<file path="config.mk">
export PLATFORM = sky130hd
export DESIGN_NAME = multi_pwm_controller
export DESIGN_NICKNAME = d
export VERILOG_FILES = /design/src/rtl/pwm_pkg.sv /design/src/rtl/key_debounce.sv /design/src/rtl/multi_pwm_controller.sv
export SDC_FILE = /design/constraint.sdc
export NUM_CORES = 1
export LEC_CHECK = 0
export BUFFER_PORTS_ARGS = -buffer_cell sky130_fd_sc_hd__buf_2
export CELL_PAD_IN_SITES_DETAIL_PLACEMENT = 0
export CELL_PAD_IN_SITES_GLOBAL_PLACEMENT = 2
export CORE_AREA = 2 2 157 159
export CTS_CLUSTER_DIAMETER = 120
export DETAILED_ROUTE_END_ITERATION = 7
export DIE_AREA = 0 0 159 161
export GPL_TIMING_DRIVEN = 0
export PLACE_DENSITY = 0.76
export SYNTH_ARGS = -nofsm -noshare
export SYNTH_HDL_FRONTEND = slang
export SYNTH_HIERARCHICAL = 1
export SYNTH_SLANG_ARGS = --single-unit
</file>
<file path="constraint.sdc">
create_clock -name clk -period 6.85 [get_ports clk]
set_input_delay 0.685 -clock clk [delete_from_list [all_inputs] [get_ports clk]]
set_output_delay 0.685 -clock clk [all_outputs]
set_load 0.1 [all_outputs]
</file>
<file path="src/rtl/pwm_pkg.sv">
// Shared definitions for the multi-channel PWM controller: mode encodings
// and default parameter values.
package pwm_pkg;

    typedef enum logic {
        MODE_EDGE   = 1'b0,
        MODE_CENTER = 1'b1
    } pwm_mode_e;

    localparam int W_DEFAULT         = 8;
    localparam int STEP_DEFAULT      = 16;
    localparam int DB_CYCLES_DEFAULT = 1000000;

endpackage

</file>
<file path="src/rtl/key_debounce.sv">
// Key conditioner: 2-flop synchroniser, stability counter and a one-clock
// pulse on each accepted press.
module key_debounce #(
    parameter int DB_CYCLES = 1000000
) (
    input  logic clk,
    input  logic rst,
    input  logic key,
    output logic pulse
);

    localparam int CW = $clog2(DB_CYCLES + 1);

    logic          meta;
    logic          sync;
    logic          level;
    logic          armed;
    logic [CW-1:0] cnt;

    // Synchroniser presets high so a key held through reset reads as pressed
    // and cannot arm the debouncer until it has been seen released.
    always_ff @(posedge clk or negedge rst) begin
        if (!rst) begin
            meta <= 1'b1;
            sync <= 1'b1;
        end else begin
            meta <= key;
            sync <= meta;
        end
    end

    always_ff @(posedge clk or negedge rst) begin
        if (!rst) begin
            level <= 1'b0;
            armed <= 1'b0;
            cnt   <= '0;
            pulse <= 1'b0;
        end else begin
            pulse <= 1'b0;
            if (!armed) begin
                armed <= !sync;
                cnt   <= '0;
            end else if (sync != level) begin
                if (cnt == CW'(DB_CYCLES - 1)) begin
                    level <= sync;
                    cnt   <= '0;
                    pulse <= sync;
                end else begin
                    cnt <= cnt + 1'b1;
                end
            end else begin
                cnt <= '0;
            end
        end
    end

endmodule

</file>
<file path="src/rtl/multi_pwm_controller.sv">
// Multi-channel PWM generator with key-driven duty programming, shared
// edge/center-aligned counter and period-boundary shadow loading.
module multi_pwm_controller
    import pwm_pkg::*;
#(
    parameter int CH        = 4,
    parameter int W         = W_DEFAULT,
    parameter int STEP      = STEP_DEFAULT,
    parameter int DB_CYCLES = DB_CYCLES_DEFAULT
) (
    input  logic                  clk,
    input  logic                  rst,
    input  logic                  key_up,
    input  logic                  key_down,
    input  logic                  key_sel,
    input  logic                  mode,
    output logic [CH-1:0]         pwm_out,
    output logic [$clog2(CH)-1:0] sel_ch,
    output logic [W-1:0]          duty_sel
);

    localparam int            SW      = $clog2(CH);
    localparam logic [W-1:0]  CNT_MAX = '1;

    logic          up_pulse;
    logic          down_pulse;
    logic          sel_pulse;
    logic [W-1:0]  duty_p [CH];
    logic [W-1:0]  duty_a [CH];
    logic [W-1:0]  cnt;
    logic          dir;
    pwm_mode_e     mode_s;
    logic          boundary;
    logic [W-1:0]  thr;
    logic [CH-1:0] pwm_next;

    function automatic logic [W-1:0] sat_up(input logic [W-1:0] d);
        logic [W:0] s;
        s = {1'b0, d} + (W+1)'(STEP);
        return s[W] ? CNT_MAX : s[W-1:0];
    endfunction

    function automatic logic [W-1:0] sat_down(input logic [W-1:0] d);
        if ({1'b0, d} < (W+1)'(STEP))
            return '0;
        return d - W'(STEP);
    endfunction

    key_debounce #(.DB_CYCLES(DB_CYCLES)) u_db_up (
        .clk(clk), .rst(rst), .key(key_up), .pulse(up_pulse)
    );
    key_debounce #(.DB_CYCLES(DB_CYCLES)) u_db_down (
        .clk(clk), .rst(rst), .key(key_down), .pulse(down_pulse)
    );
    key_debounce #(.DB_CYCLES(DB_CYCLES)) u_db_sel (
        .clk(clk), .rst(rst), .key(key_sel), .pulse(sel_pulse)
    );

    // Duty change uses the pre-increment channel when sel coincides.
    always_ff @(posedge clk or negedge rst) begin
        if (!rst) begin
            sel_ch <= '0;
            for (int i = 0; i < CH; i++)
                duty_p[i] <= '0;
        end else begin
            if (up_pulse && !down_pulse)
                duty_p[sel_ch] <= sat_up(duty_p[sel_ch]);
            else if (down_pulse && !up_pulse)
                duty_p[sel_ch] <= sat_down(duty_p[sel_ch]);
            if (sel_pulse)
                sel_ch <= (sel_ch == SW'(CH - 1)) ? '0 : sel_ch + 1'b1;
        end
    end

    assign duty_sel = duty_p[sel_ch];
    assign boundary = (cnt == '0) && !dir;

    // Center mode runs 0..MAX then MAX-1..1, so cnt==0 occurs once per period.
    always_ff @(posedge clk or negedge rst) begin
        if (!rst) begin
            cnt    <= '0;
            dir    <= 1'b0;
            mode_s <= MODE_EDGE;
        end else begin
            if (boundary)
                mode_s <= pwm_mode_e'(mode);
            if (mode_s == MODE_EDGE) begin
                cnt <= cnt + 1'b1;
            end else if (!dir) begin
                if (cnt == CNT_MAX) begin
                    dir <= 1'b1;
                    cnt <= CNT_MAX - 1'b1;
                end else begin
                    cnt <= cnt + 1'b1;
                end
            end else if (cnt == W'(1)) begin
                dir <= 1'b0;
                cnt <= '0;
            end else begin
                cnt <= cnt - 1'b1;
            end
        end
    end

    always_ff @(posedge clk or negedge rst) begin
        if (!rst) begin
            for (int i = 0; i < CH; i++)
                duty_a[i] <= '0;
        end else if (boundary) begin
            for (int i = 0; i < CH; i++)
                duty_a[i] <= duty_p[i];
        end
    end

    // The boundary cycle compares against the value being loaded so the new
    // duty starts cleanly. Down phase uses <= giving 2*duty high clocks.
    always_comb begin
        pwm_next = '0;
        thr      = '0;
        for (int i = 0; i < CH; i++) begin
            thr         = boundary ? duty_p[i] : duty_a[i];
            pwm_next[i] = dir ? (cnt <= thr) : (cnt < thr);
        end
    end

    always_ff @(posedge clk or negedge rst) begin
        if (!rst)
            pwm_out <= '0;
        else
            pwm_out <= pwm_next;
    end

endmodule
</file>
==> Word-level counts from Yosys, hierarchy flattened <==
Cells that the tools add are included.
{ "op_classes": {"addsub": 8, "n_lt_le_gt_ge": 11, "eq_ne": 9, "muxes": 54, "n_bitwise": 1, "n_reduce_logical": 15} }
{ "op_table": {"columns": ["cell", "n"], "rows": [
  ["$mux W20", 9],
  ["$mux W8", 16],
  ["$bwmux W32", 2],
  ["$mux W32", 2],
  ["$add A20 B1 Y20 const B", 3],
  ["$eq A20 B20 Y1 const B", 3],
  ["$le A8 B8 Y1", 4],
  ["$lt A8 B8 Y1", 4],
  ["$mux W1", 22],
  ["$bmux W8 S2", 1],
  ["$demux W8 S2", 1],
  ["$add A8 B5 Y9 const B", 1],
  ["$reduce_and A3 Y1", 3],
  ["$add A8 B1 Y8 const B", 1],
  ["$eq A8 B1 Y1 const B", 1],
  ["$eq A8 B8 Y1 const B", 1],
  ["$logic_not A8 Y1", 1],
  ["$lt A8 B5 Y1 const B", 1],
  ["$sub A8 B1 Y8 const B", 1],
  ["$sub A8 B5 Y8 const B", 1],
  ["$logic_not A1 Y1", 6],
  ["$logic_and A1 B1 Y1", 4],
  ["$ge A3 B3 Y1 const B", 1],
  ["$lt A3 B1 Y1 const B", 1],
  ["6 further kinds", 8]
]} }
{ "totals": {"ff_bits": 155} }

==> Depth between registers and ports, before layout <==
{ "depth": {"word_depth": 14, "ltp_mapped": 15} }

==> By module <==
The synthesis kept the hierarchy.
{ "modules_own_cells": {"columns": ["mod", "instances", "cells_per_inst", "area_each_um2", "seq_area_each_um2"], "rows": [
  ["multi_pwm_controller", 1, 442, 4720.8, 2001.9],
  ["key_debounce", 3, 112, 1181.1, 628.1]
]} }

==> Worst setup path after synthesis <==
OpenSTA, ideal clock, no wires.
{ "synth_path": {"path_type": "flip-flop to flip-flop", "from": "register sel_ch[0]", "to": "register duty_p[15] (netlist name)", "setup_time_ps": 128, "arrival_time_ps": 3537, "required_time_ps": 6722, "setup_slack_ps": 3185, "path_stages_with_launch": 9, "n_path_buf": 1, "period_less_slack_ps": 3665, "cell_sequence": "dfrtp_1 -> buf_2 -> mux4_2 -> ha_1 -> or4b_1 -> o21ai_0 -> a41oi_1 -> a21oi_2 -> mux2i_1"} }
{ "synth_between": {"elab_chain_cells": 14, "word_cells_on_any_way": 23} }
{ "synth_rtl": {"columns": ["element", "line_no", "text"], "rows": [
  ["from (decl)", "multi_pwm_controller.sv:18", "output logic [$clog2(CH)-1:0] sel_ch,"],
  ["from (signal assigned)", "multi_pwm_controller.sv:71", "sel_ch <= (sel_ch == SW'(CH - 1)) ? '0 : sel_ch + 1'b1;"],
  ["$not A2 Y3 (*)", null, null],
  ["$bmux W8 S2 (*)", null, null],
  ["$mux W8 (*) (2 in a row)", null, null],
  ["via duty_sel[4]", "multi_pwm_controller.sv:19", "output logic [W-1:0] duty_sel"],
  ["$lt A8 B5 Y1", "multi_pwm_controller.sv:44", "if ({1'b0, d} < (W+1)'(STEP))"],
  ["$mux W1", "multi_pwm_controller.sv:44", null],
  ["$mux W1", "multi_pwm_controller.sv:68", "else if (down_pulse && !up_pulse)"],
  ["$mux W1", "multi_pwm_controller.sv:66", "if (up_pulse && !down_pulse)"],
  ["$mux W8", "multi_pwm_controller.sv:46", "return d - W'(STEP);"],
  ["$mux W8", "multi_pwm_controller.sv:68", null],
  ["$mux W8", "multi_pwm_controller.sv:66", null],
  ["$bwmux W32", "multi_pwm_controller.sv:69", "duty_p[sel_ch] <= sat_down(duty_p[sel_ch]);"],
  ["$mux W32", "multi_pwm_controller.sv:68", null],
  ["$mux W32 (*)", "multi_pwm_controller.sv:66", null],
  ["to (signal, indexed assignment)", "multi_pwm_controller.sv:67", "duty_p[sel_ch] <= sat_up(duty_p[sel_ch]);"],
  ["to (signal, indexed assignment)", "multi_pwm_controller.sv:69", null],
  ["to (decl)", "multi_pwm_controller.sv:28", "logic [W-1:0] duty_p [CH];"]
]} }
Mark *: on every way through the listed nets, which the timed path passes. The rest lies on a longest branch. The select of a mux whose other input is x is not followed.
A chain may end at the register's enable or synchronous reset.

==> flow_metrics.tcl <==
set metrics [dict create \
    netlist_area_um2 8260 \
    vias 5677 \
    diodes 0 \
    pin_count 20 \
    fillers 2424 \
    first_pass_iters 4 \
    grt_use_total_pct 15.0 \
    synth_warnings 6 \
    max_cap_violations 0 \
    outcome "finished clean" \
    r2r-start "cnt[4]" \
    die_y_um 161 \
    gp_congestion 0.711 \
    overflow 0 \
    synth_area_leader_cell "dfrtp_1" \
    rsz0062_at_grt "false" \
    grt_max_degree 116 \
    syn_avg_cell_area_um2 10.6 \
    drc 0 \
    critPathArrivalTime_ns 3.62 \
    ys_ff_latch 155 \
    num_rows 57 \
    final_cell_area_um2 9380 \
    cts_max_path_buffers 2 \
    ys_async_sr_fraction_pct 100 \
    synthTopCellsByArea "dfrtp_1 (45%), ha_1 (7.0%), mux2_4 (3.8%)" \
    whs_ns 0.148 \
    dpl-instance-area_um2 8800 \
    core-area_um2 24000 \
    hpwl_um 12600 \
    postRouteWirelength_um 18300 \
    finish.net_count 869 \
    cp-start-kind "register" \
    grt_pass1_wl_um 30800 \
    switchingPower_uw 447 \
    switching_share_pct 23.5 \
    synth.top_cell.area_share_pct 45.1 \
    combPwrFrac_pct 2.2 \
    synthFlopType "dfrtp_1" \
    skew_ns 0.00941 \
    finalMaxSlewViolations 0 \
    syn_nets 830 \
    synth.distinct_cells 56 \
    drive_gt1_share_pct 18.9 \
    clkSinkCount 155 \
    ir_worst_vdd_mv 0.132 \
    start_util_pct 34.5 \
    power_frac_clock_pct 48.9 \
    min_period_over_period_pct 48.2 \
    power_density_nw_per_um2 203 \
    end_kind "register" \
    root_buffer "clkbuf_16" \
    min_period_ns 3.30 \
    final_common_cell "dfrtp_1" \
    setup_viol 0 \
    post_drt_wl_per_cell_um 15.9 \
    cts_buffers 17 \
    crit_required_ns 7.17 \
    antenna_found_initial 0 \
    leakagePower_nw 4.05 \
    hold_class "primary input to asynchronous set/reset pin" \
    cts_tree "yes" \
    post-cts-setup-buffer-count 0 \
    syn_inst 778 \
    setup-tns-final_ns 0 \
    dieWidth_um 159 \
    cp_max_fo 10 \
    htree_levels 4 \
    synth_edf_count 0 \
    drt.antenna.violating_nets 0 \
    ys_seq_area_share_pct 47.0 \
    die_area_um2 25600 \
    area_growth_pct 13.4 \
    crit_path_start "cnt[4]" \
    grt_pass1_vias 5749 \
    cts_resized 0 \
    layout_common_cells "dfrtp_1 (149), nand2_1 (71), nor2_1 (52)" \
    p_int_mw 1.45 \
    drtIter0Drc 223 \
    seqPwrFrac_pct 48.9 \
    path_class "register to register" \
    fmax_mhz 303 \
    cts_hold_buf 0 \
    clock_latency_ns 0.43 \
    slew_headroom_pct 59.2 \
    via_per_inst 4.92 \
    worst_pin_slew_ns 0.613 \
    clkSlewWorstSetupHoldPaths_ns 0.06 \
    hold_violations 0 \
    io_buffers 19 \
]
[worst paths after layout]
path	endpoint	slack [ns]	cells past startpoint
max	pwm_out[1]	3.55	15
max in group asynchronous	duty_a[8]	5.82	2
min	cnt[0]	0.15	1
min in group clk	u_db_sel/meta	0.35	1
min reg2reg	u_db_down/sync	0.36	0
max reg2reg	pwm_out[1]	3.55	15
[cell usage after synthesis (all sizes together), types with 2 or more instances]
master	number
a21o	14
nor2b	4
a31oi	2
dfstp	6
ha	46
o31ai	12
mux2i	6
nor2	52
and4	9
and3	11
nand2b	10
nor4	5
or4	12
mux4	8
mux2	40
xor2	29
nand2	71
nand3	29
buf	14
nor3	9
nand3b	6
and2	7
inv	55
a22oi	2
o211ai	3
o21ai	60
or3	9
xnor2	16
dfrtp	149
nand4	20
a21oi	42
nor4b	4
clkbuf	8
[critical path: stages, from the launching register on]
cell and delay (ns):
dfrtp_1 0.47, buf_6 0.18, nor4_4 0.39, nand2b_2 0.11, nor4b_2 0.26, buf_6 0.24
buf_12 0.17, mux2_4 0.32, inv_2 0.05, ha_1 0.22, nor2b_1 0.13, o21ai_0 0.15
nand2b_1 0.08, a21oi_1 0.23, o21ai_0 0.11, o31ai_1 0.08
[power groups by stage]
stage / sequential (mW) / clock, mW / combinational (mW)
CTS: 0.928 / 0.957 / 0.0441
detailed placement: 0.946 / 0 / 0.0439
global placement: 0.946 / 0 / 0.0412
finish: 0.928 / 0.929 / 0.0416
global route: 0.929 / 1.00 / 0.0493
floorplan: 0.944 / 0 / 0.0165
[final cells by class]
| cell class | instances | area (um2) | share of cell area, % |
|---|---|---|---|
| Multi-Input combinational cell | 546 | 3990 | 42.5 |
| Sequential cell | 155 | 3890 | 41.5 |
| Clock buffer | 18 | 439 | 4.68 |
| Tap cell | 324 | 405 | 4.32 |
| Inverter | 55 | 206 | 2.20 |
| Buffer | 22 | 183 | 1.95 |
| Clock inverter | 13 | 134 | 1.43 |
| Timing Repair Buffer | 20 | 133 | 1.41 |
[stage by stage]
step           total power, mW  worst slack, ns  util (%)  instances
6_report                  1.90             3.55      39.1       1153
5_1_grt                   1.98             3.30      39.1       1153
4_1_cts                   1.93             3.51      39.1       1153
3_5_place_dp             0.990             3.54      36.7       1122
3_3_place_gp             0.987             2.56      36.6       1121
2_1_floorplan            0.961             3.18         -        778
[layer usage]
layer  vias up  GRT usage (%)  part of all wire (%)
met3         9           2.93                   1.8
met1      2797           20.6                    50
met5         -              0                     0
met2        45           24.7                    48
met4         0           3.22                  0.71
li1       2826              -                     -
[state kept, by name, indices dropped and copies added (netlist names), 2 cells and up]
name           count
cnt                8
pwm_out            4
u_db_up/cnt       20
duty_a            32
duty_p            32
u_db_down/cnt     20
u_db_sel/cnt      20
sel_ch             2
[kinds of logic (layout without fill, tap and decap cells)]
| logic type | after synthesis | in the layout | share of synthesized area (%) |
|---|---|---|---|
| buffers and inverters | 77 | 128 | 4.71 |
| XOR/XNOR | 45 | 45 | 4.77 |
| AO/OA/AOI/OAI | 142 | 142 | 10.4 |
| adder cells (fa/ha/maj) | 46 | 46 | 6.96 |
| flip-flops | 155 | 155 | 47.0 |
| AND/OR/NAND/NOR | 259 | 259 | 16.9 |
| multiplexers | 54 | 54 | 9.31 |
No activity file was read; power rests on OpenSTA's default activity.
